[config.mk]
export PLATFORM = sky130hd
export DESIGN_NAME = dout_display_flat
export DESIGN_NICKNAME = d
export VERILOG_FILES = /design/src/rtl/dout_display_pkg.sv /design/src/rtl/dout_display_if.sv /design/src/rtl/dout_display_bin2bcd.sv /design/src/rtl/dout_display.sv /design/src/flat_wrapper.sv
export SDC_FILE = /design/constraint.sdc
export NUM_CORES = 1
export LEC_CHECK = 0
export CAP_MARGIN = 30
export CORE_ASPECT_RATIO = 0.9
export CORE_UTILIZATION = 45
export DETAILED_ROUTE_END_ITERATION = 10
export PLACE_DENSITY_LB_ADDON = 0.3
export SYNTH_ARGS = -nofsm -noshare
export SYNTH_HDL_FRONTEND = slang
export SYNTH_SLANG_ARGS = --single-unit
[constraint.sdc]
create_clock -name i_clock -period 2.8 [get_ports i_clock]
set_input_delay 0.42 -clock i_clock [delete_from_list [all_inputs] [get_ports i_clock]]
set_output_delay 0.42 -clock i_clock [all_outputs]
set_load 0.01 [all_outputs]
[src/rtl/dout_display_pkg.sv]
// Shared definitions for the CPU output display: FSM encodings, segment glyphs,
// scan default and the double-dabble step used by the BCD converter.
package dout_display_pkg;

    typedef enum logic [1:0] {
        ST_IDLE  = 2'd0,
        ST_SHIFT = 2'd1,
        ST_DONE  = 2'd2
    } state_t;

    localparam int SCAN_DIV_DEFAULT = 50000;

    localparam logic [6:0] SEG_BLANK = 7'b1111111;
    localparam logic [6:0] SEG_MINUS = 7'b0111111;

    // Active-low {g,f,e,d,c,b,a} glyph for a hex nibble
    function automatic logic [6:0] seg_of(input logic [3:0] v);
        logic [6:0] s;
        case (v)
            4'h0: s = 7'b1000000;
            4'h1: s = 7'b1111001;
            4'h2: s = 7'b0100100;
            4'h3: s = 7'b0110000;
            4'h4: s = 7'b0011001;
            4'h5: s = 7'b0010010;
            4'h6: s = 7'b0000010;
            4'h7: s = 7'b1111000;
            4'h8: s = 7'b0000000;
            4'h9: s = 7'b0010000;
            4'hA: s = 7'b0001000;
            4'hB: s = 7'b0000011;
            4'hC: s = 7'b1000110;
            4'hD: s = 7'b0100001;
            4'hE: s = 7'b0000110;
            4'hF: s = 7'b0001110;
            default: s = SEG_BLANK;
        endcase
        return s;
    endfunction

    // One double-dabble step: BCD field is [19:8], binary field is [7:0]
    function automatic logic [19:0] dd_step(input logic [19:0] sh);
        logic [19:0] adj;
        adj = sh;
        for (int n = 0; n < 3; n++) begin
            adj[8 + 4*n +: 4] = (adj[8 + 4*n +: 4] >= 4'd5) ? adj[8 + 4*n +: 4] + 4'd3
                                                             : adj[8 + 4*n +: 4];
        end
        return {adj[18:0], 1'b0};
    endfunction

endpackage

[src/rtl/dout_display_if.sv]
// CPU-to-display bus: data/valid/format inputs and the multiplexed LED outputs.
// Optional hex glyph select is present only when DOUT_DISPLAY_HEX_EN is defined.
interface dout_display_if;
    logic [7:0] din;
    logic       dval;
    logic       sgn;
`ifdef DOUT_DISPLAY_HEX_EN
    logic       hex;
`endif
    logic [6:0] seg;
    logic [3:0] anode;
    logic       busy;

    modport master (
        output din, dval, sgn,
`ifdef DOUT_DISPLAY_HEX_EN
        output hex,
`endif
        input  seg, anode, busy
    );

    modport slave (
        input  din, dval, sgn,
`ifdef DOUT_DISPLAY_HEX_EN
        input  hex,
`endif
        output seg, anode, busy
    );
endinterface

[src/rtl/dout_display_bin2bcd.sv]
// Eight-step sequential double-dabble converter with start/done handshake.
module dout_display_bin2bcd
    import dout_display_pkg::*;
(
    input  logic        i_clk,
    input  logic        i_reset,
    input  logic        i_start,
    input  logic [8:0]  i_bin,
    output logic        o_done,
    output logic [11:0] o_bcd
);
    logic [19:0] r_sh;
    logic [2:0]  r_cnt;
    logic        r_active;
    logic        r_done;

    // Magnitude never exceeds 255, so i_bin[8] is always 0 and loads as a harmless zero
    always_ff @(posedge i_clk) begin
        if (i_reset) begin
            r_sh     <= 20'd0;
            r_cnt    <= 3'd0;
            r_active <= 1'b0;
            r_done   <= 1'b0;
        end else if (i_start) begin
            r_sh     <= {11'd0, i_bin};
            r_cnt    <= 3'd0;
            r_active <= 1'b1;
            r_done   <= 1'b0;
        end else if (r_active) begin
            r_sh     <= dd_step(r_sh);
            r_cnt    <= r_cnt + 3'd1;
            r_active <= (r_cnt != 3'd7);
            r_done   <= (r_cnt == 3'd7);
        end else begin
            r_done   <= 1'b0;
        end
    end

    assign o_done = r_done;
    assign o_bcd  = r_sh[19:8];

endmodule

[src/rtl/dout_display.sv]
// Four-digit multiplexed decimal display of the CPU output word.
// Build option DOUT_DISPLAY_HEX_EN adds a hex glyph mode that skips conversion.
module dout_display
    import dout_display_pkg::*;
#(
    parameter int SCAN_DIV = SCAN_DIV_DEFAULT
) (
    input  logic          i_clock,
    input  logic          i_reset,
    dout_display_if.slave bus
);
    localparam int CNT_W = (SCAN_DIV > 1) ? $clog2(SCAN_DIV) : 1;

    state_t           r_state;
    state_t           w_state_nxt;
    logic [2:0]       r_step;
    logic             r_neg;
    logic             r_hex;
    logic [7:0]       r_din;
    logic [3:0][6:0]  r_disp;
    logic [3:0][6:0]  w_result;
    logic             r_busy;
    logic [CNT_W-1:0] r_scan_cnt;
    logic [1:0]       r_idx;
    logic [3:0]       r_anode;
    logic [6:0]       r_seg;
    logic             w_start;
    logic             w_neg;
    logic             w_hex_sel;
    logic [8:0]       w_mag;
    logic [11:0]      w_bcd;
    logic             w_bcd_done;

`ifdef DOUT_DISPLAY_HEX_EN
    assign w_hex_sel = bus.hex;
`else
    assign w_hex_sel = 1'b0;
`endif

    // Sign/magnitude split at capture; -128 yields 128
    always_comb begin
        w_neg = bus.sgn & bus.din[7] & ~w_hex_sel;
        if (w_neg) begin
            w_mag = 9'd256 - {1'b0, bus.din};
        end else begin
            w_mag = {1'b0, bus.din};
        end
    end

    // FSM next state and converter start
    always_comb begin
        w_state_nxt = r_state;
        w_start     = 1'b0;
        case (r_state)
            ST_IDLE: begin
                if (bus.dval && w_hex_sel) begin
                    w_state_nxt = ST_DONE;
                end else if (bus.dval) begin
                    w_state_nxt = ST_SHIFT;
                    w_start     = 1'b1;
                end else begin
                    w_state_nxt = ST_IDLE;
                end
            end
            ST_SHIFT: begin
                if (r_step == 3'd7) begin
                    w_state_nxt = ST_DONE;
                end else begin
                    w_state_nxt = ST_SHIFT;
                end
            end
            ST_DONE: w_state_nxt = ST_IDLE;
            default: w_state_nxt = ST_IDLE;
        endcase
    end

    dout_display_bin2bcd u_bin2bcd (
        .i_clk   (i_clock),
        .i_reset (i_reset),
        .i_start (w_start),
        .i_bin   (w_mag),
        .o_done  (w_bcd_done),
        .o_bcd   (w_bcd)
    );

    // Digit glyphs with leading-zero blanking; ones digit always shown
    always_comb begin
        w_result = {4{SEG_BLANK}};
        if (r_hex) begin
            w_result[1] = seg_of(r_din[7:4]);
            w_result[0] = seg_of(r_din[3:0]);
        end else begin
            w_result[3] = r_neg ? SEG_MINUS : SEG_BLANK;
            w_result[2] = (w_bcd[11:8] != 4'd0) ? seg_of(w_bcd[11:8]) : SEG_BLANK;
            w_result[1] = (w_bcd[11:4] != 8'd0) ? seg_of(w_bcd[7:4])  : SEG_BLANK;
            w_result[0] = seg_of(w_bcd[3:0]);
        end
    end

    // FSM state, capture registers and display registers
    always_ff @(posedge i_clock) begin
        if (i_reset) begin
            r_state <= ST_IDLE;
            r_busy  <= 1'b0;
            r_step  <= 3'd0;
            r_neg   <= 1'b0;
            r_hex   <= 1'b0;
            r_din   <= 8'd0;
            r_disp  <= {4{SEG_BLANK}};
        end else begin
            r_state <= w_state_nxt;
            r_busy  <= (w_state_nxt != ST_IDLE);
            case (r_state)
                ST_IDLE: begin
                    if (bus.dval) begin
                        r_neg  <= w_neg;
                        r_hex  <= w_hex_sel;
                        r_din  <= bus.din;
                        r_step <= 3'd0;
                    end else begin
                        r_disp <= {4{SEG_BLANK}};
                    end
                end
                ST_SHIFT: r_step <= r_step + 3'd1;
                ST_DONE: begin
                    if (bus.dval && (w_bcd_done || r_hex)) begin
                        r_disp <= w_result;
                    end else begin
                        r_disp <= {4{SEG_BLANK}};
                    end
                end
                default: r_disp <= {4{SEG_BLANK}};
            endcase
        end
    end

    // Digit scan timing and registered anode/segment drive
    always_ff @(posedge i_clock) begin
        if (i_reset) begin
            r_scan_cnt <= '0;
            r_idx      <= 2'd0;
            r_anode    <= 4'b1111;
            r_seg      <= SEG_BLANK;
        end else begin
            if (r_scan_cnt == CNT_W'(SCAN_DIV - 1)) begin
                r_scan_cnt <= '0;
                r_idx      <= r_idx + 2'd1;
            end else begin
                r_scan_cnt <= r_scan_cnt + 1'b1;
            end
            r_anode <= ~(4'b0001 << r_idx);
            r_seg   <= r_disp[r_idx];
        end
    end

    assign bus.seg   = r_seg;
    assign bus.anode = r_anode;
    assign bus.busy  = r_busy;

endmodule

[src/flat_wrapper.sv]
// flat-port wrapper written by rule: the top's interface ports become plain ports
module dout_display_flat import dout_display_pkg::*;
#(
    parameter int SCAN_DIV = SCAN_DIV_DEFAULT
)
  (i_clock, i_reset, bus_din, bus_dval, bus_sgn, bus_seg, bus_anode, bus_busy);
  dout_display_if bus_i ();
  input  logic i_clock;
  input  logic i_reset;
  input wire logic [$bits(bus_i.din)-1:0] bus_din;
  input wire logic [$bits(bus_i.dval)-1:0] bus_dval;
  input wire logic [$bits(bus_i.sgn)-1:0] bus_sgn;
  output wire logic [$bits(bus_i.seg)-1:0] bus_seg;
  output wire logic [$bits(bus_i.anode)-1:0] bus_anode;
  output wire logic [$bits(bus_i.busy)-1:0] bus_busy;
  assign bus_i.din = bus_din;
  assign bus_i.dval = bus_dval;
  assign bus_i.sgn = bus_sgn;
  assign bus_seg = bus_i.seg;
  assign bus_anode = bus_i.anode;
  assign bus_busy = bus_i.busy;
  dout_display #(.SCAN_DIV(SCAN_DIV)) u_core (.i_clock(i_clock), .i_reset(i_reset), .bus(bus_i));
endmodule
After elaboration in Yosys (flattened, before gate mapping) --
Memory sizes are Yosys's and may differ from the RTL's. A register that Yosys moved wholly into a read port is not among the register bits. Index checks and enable logic that the tools add are counted.
Word-level totals: flip-flop bits (word level) 89, memory bits (read-only) 336, bits of input ports 12, word-level logic and storage cells 85, memories 3
Operators by class: add/subtract/negate cells 8, magnitude comparators 4, eq/ne operators 8, shifts and indexed selects 1, muxes and demuxes 27, bitwise gates (word level) 4, reductions and logical operators 13
Memory list:
- (name not given) | words 16, bits a word 7, read ports 1, clocked after Yosys merged registers in 1, wr ports 0, line dout_display_pkg.sv:19 | case (v)
- (name not given) | words 16, bits a word 7, read ports 1, clocked after Yosys merged registers in 1, wr ports 0, line dout_display_pkg.sv:19
- (name not given) | words 16, bits a word 7, read ports 1, clocked after Yosys merged registers in 0, wr ports 0, line dout_display_pkg.sv:19
Operators by type and width (count):
- $pmux 28 s3 | 1
- $mux 28 | 2
- $mux 7 | 4
- $mux 9 | 3
- $mux 4 | 6
- $add 16x1->16 const B | 1
- $eq 16x16->1 const B | 1
- $bmux 7 s2 | 1
- $ge 4x3->1 const B | 3
- $sub 9x8->9 const A | 1
- $add 4x2->4 const B | 2
- $reduce_bool 8->1 | 1
- $add 3x1->3 const B | 2
- $eq 3x3->1 const B | 2
- $mux 3 | 2
- $pmux 3 s2 | 1
- $reduce_and 2->1 | 3
- $reduce_bool 2->1 | 3
- $mux 1 | 5
- $ne 2x2->1 const B | 2
- $not 4->4 | 1
- $pmux 2 s2 | 1
- $reduce_bool 4->1 | 1
- $reduce_or 2->1 | 2
- 13 further kinds | 14

Logic depth before layout (Yosys ltp) --
word-level depth 4, gate-level depth with buffers 12

Hierarchy --
A second synthesis with hierarchy kept.
Second synthesis, totals: cells, all modules 507, area total of the unflattened synthesis 4644.5 sq um
Modules (own cells, without submodules):
- dout_display | instances 1, cells an instance 343, area each 3190.6 sq um
- dout_display_bin2bcd | instances 1, cells an instance 164, area each 1453.9 sq um

Least setup slack after synthesis --
OpenSTA, ideal clock, no wires.
path type register to register, start point register u_core.u_bin2bcd.r_sh[8], end point register (tool-made name), setup time 103 ps, arrival time 2414 ps, required time 2697 ps, slack 283 ps, cell stages (with the launch flop) 10, path buffers 0, period minus slack after synthesis 2517 ps, cell sequence dfxtp_1 > inv_1 > ha_1 > and2b_1 > or3_4 > a311oi_4 > inv_1 > ha_1 > mux2i_1 > a222oi_1
RTL lines:
- start: declaration | line dout_display_bin2bcd.sv:12 | logic [19:0] r_sh;
- start signal: assignment | line dout_display_bin2bcd.sv:25 | r_sh <= {11'd0, i_bin};
- start signal: assignment | line dout_display_bin2bcd.sv:30 | r_sh <= dd_step(r_sh);

==> run metrics <==
initial antenna violation count 0; fin crit share 94.7%; Synth Cell Area 4790 um^2; vias in the first global route 3,506; Slew @ Worst Pin 0.527 ns; routed wire length 9660 um; die area 11,100 um^2; Flop pwr share 49.4%; H-tree Lvls 3; core area 10,300 um^2; PortBufs 23; total CTS buffers 9; width of the die 111 um; RSZ-0062 raised after global routing no; total track usage 18.6%; worst skew pair latency 0.34 ns; Distinct cells, synth 60; dpl hpwl 7050 um; reg2reg path depth 9; top cells by area, synth dfxtp_1 41%, ha_1 8.9%, nor2_1 5.5%; worst-path maximum fanout 8; Min-Delay Path Class flip-flop to flip-flop; Non-Filler Instances 675; top_reg_cell synth dfxtp_1; TNS Setup 0 ns; status complete, no violations; Max Buffers Root-to-Sink 2; Register-to-Register Setup Slack 0.15 ns; Worst setup startpoint u_core.u_bin2bcd.r_sh[8]; Async SR Flop Fraction 0%; final net count 587; peak supply drop 0.000376 V; critical path class flip-flop to flip-flop; relative slew slack 64.6%; worst path required time 3.03 ns; first-pass GRT wire length 16,600 um; Max Transition Viols Final 0; Register Area 1940 um^2; First-pass DRT Iterations 4; Routed Antenna Nets 0; Placement Setup Slack 0.0681 ns; TritonCTS clock tree done; Post-CTS Setup Bufs 0; ant diodes 0; Max Clock Freq 377 MHz; Cell Pwr Density 530 nW/um^2; final hold violations 0; synthesized flop and latch total 97; DR vias 3,627; fillers 924; Multi-input gate area 2600 um^2; EDFF count, synth 0; r2r startpoint u_core.u_bin2bcd.r_sh[8]; Tmin final 2.65 ns; num rows 35; initial core utilization 46.5%; Yosys warning count 0; Synth-to-Final Area Change 14.2%; Combinational Power Share 7.5%; routability cong. 0.883; Post-Syn Area per Cell 9.26 um^2; largest net degree at the start of global routing 33; layout cells sized above 1 10.4%; I/O pin cnt 24; Die Y 99.8 um; switch share 23.8%; Synth top area share 40.6%; MaxCap Viol Count 0; Startpoint Class flip-flop; area leader, netlist dfxtp_1; dpl cells 659; Synthesized Nets 563; 1st-iter DRT viols 165; Worst EP arrival 2.88 ns; drc violations 0; total grt overflow 0; sequential area share after synthesis 40.6%; Fin Clk Skew 0.00584 ns; Clock Sinks 97; Post-Syn Instances 517; wire length per cell 14.3 um; routed vias/inst 5.37; final setup margin 0.149 ns; crit end category flip-flop; Clk pwr share 43.1%; leakage 2.08 nW; P_int 2.21 mW; count of final setup violators 0; P_sw 0.690 mW; clk root buf clkbuf_16; clock-pin transition on the worst setup and hold timing paths 0.07 ns
[Yosys cell counts, types with 6 or more instances]
library cell / count
xor2_1: 9
mux2_2: 7
o22ai_1: 8
dfxtp_1: 97
o21ai_0: 13
nand2_1: 25
clkbuf_1: 14
mux2i_1: 25
buf_2: 6
a21oi_1: 23
inv_1: 30
nor2_1: 70
nand2b_1: 14
nor2b_1: 6
ha_1: 34
nor3_1: 7
and2_1: 6
o22a_1: 17
nand3_1: 13
xnor2_1: 12
a211oi_1: 7
[critical path, stage by stage (launching register included)]
cell      delay [ns]
dfxtp_2         0.42
inv_1           0.08
ha_1            0.23
and2b_1         0.19
or3_4           0.35
a311oi_4        0.39
inv_1           0.16
ha_1            0.33
mux2i_1         0.07
a222oi_1        0.33
[area by class of cell]
type	count	share of cell area, %
inverter	30	2.06
tap	129	2.95
clock inverter	6	1.35
clock buffer	10	4.19
multi-input combinational	364	47.5
timing repair buffer	39	6.41
sequential	97	35.5
[cell usage in the layout, fill, tap and decap left out, drive strengths merged, types with 4 or more instances in the layout]
cell type / instances
ha: 34
and2: 6
o22ai: 8
mux2: 7
or2: 4
nor2: 70
clkdlybuf4s50: 23
o21ai: 17
nor2b: 6
a211oi: 7
nand2b: 15
nor3: 8
a21oi: 23
xor2: 9
a31oi: 4
a311oi: 4
dfxtp: 97
xnor2: 12
nand4: 5
mux2i: 25
clkbuf: 10
inv: 33
nand3: 13
buf: 16
and3: 4
a22o: 5
nand2: 25
o22a: 17
[layer usage]
metal / GRT usage (%) / part of all wire, % / vias up
li1: - / - / 1856
met1: 23.9 / 49 / 1693
met2: 29.6 / 44 / 62
met3: 5.13 / 4.1 / 16
met4: 7.79 / 2.2 / 0
met5: 0 / 0 / -
[power groups by stage]
| stage | Sequential [mW] | Combinational (mW) | Clock, mW |
|---|---|---|---|
| 3_3_place_gp | 1.46 | 0.208 | 0 |
| 5_1_grt | 1.43 | 0.240 | 1.34 |
| 2_1_floorplan | 1.46 | 0.152 | 0 |
| 4_1_cts | 1.43 | 0.216 | 1.28 |
| 3_5_place_dp | 1.46 | 0.213 | 0 |
| 6_report | 1.43 | 0.217 | 1.25 |
[metrics by stage]
stage / util, % / power [mW] / hold WS [ns] / instance area, um^2
floorplan: - / 1.61 / 0.406 / 4790
global placement: 50.1 / 1.67 / 0.419 / 5150
detailed placement: 50.1 / 1.68 / 0.421 / 5150
CTS: 53.0 / 2.92 / 0.437 / 5460
global route: 53.1 / 3.01 / 0.459 / 5470
finish: 53.1 / 2.90 / 0.434 / 5470
[worst min-delay path by stage]
stage	startpoint	end	slack, ns	depth (start not counted)
6_report	flip-flop	u_core.r_disp[16]	0.43	1
5_1_grt	flip-flop	u_core.r_disp[11]	0.46	1
4_1_cts	flip-flop	u_core.r_disp[16]	0.44	1
3_5_place_dp	flip-flop	u_core.r_disp[16]	0.42	1
3_3_place_gp	flip-flop	u_core.r_disp[11]	0.42	1
2_1_floorplan	u_core.r_neg	u_core.r_disp[27]	0.41	1
[repair_timing]
| action | 4_1_cts | 5_1_grt |
|---|---|---|
| gates resized for setup | 0 | 4 |
| hold buffers | 0 | 0 |
| endpoints found under the setup margin | 0 | 5 |
[cells by family after synthesis]
group / Yosys count / share of synthesized area, %
AOI/OAI and AO/OA: 107 / 16.4
xor gates and xnor gates: 21 / 3.84
adders and majority gates: 34 / 8.89
buffers and inverters: 56 / 5.33
DFF: 97 / 40.6
muxes: 34 / 7.82
and+or+nand+nor: 168 / 17.2
Note: power is estimated with default switching activity, not from simulation.
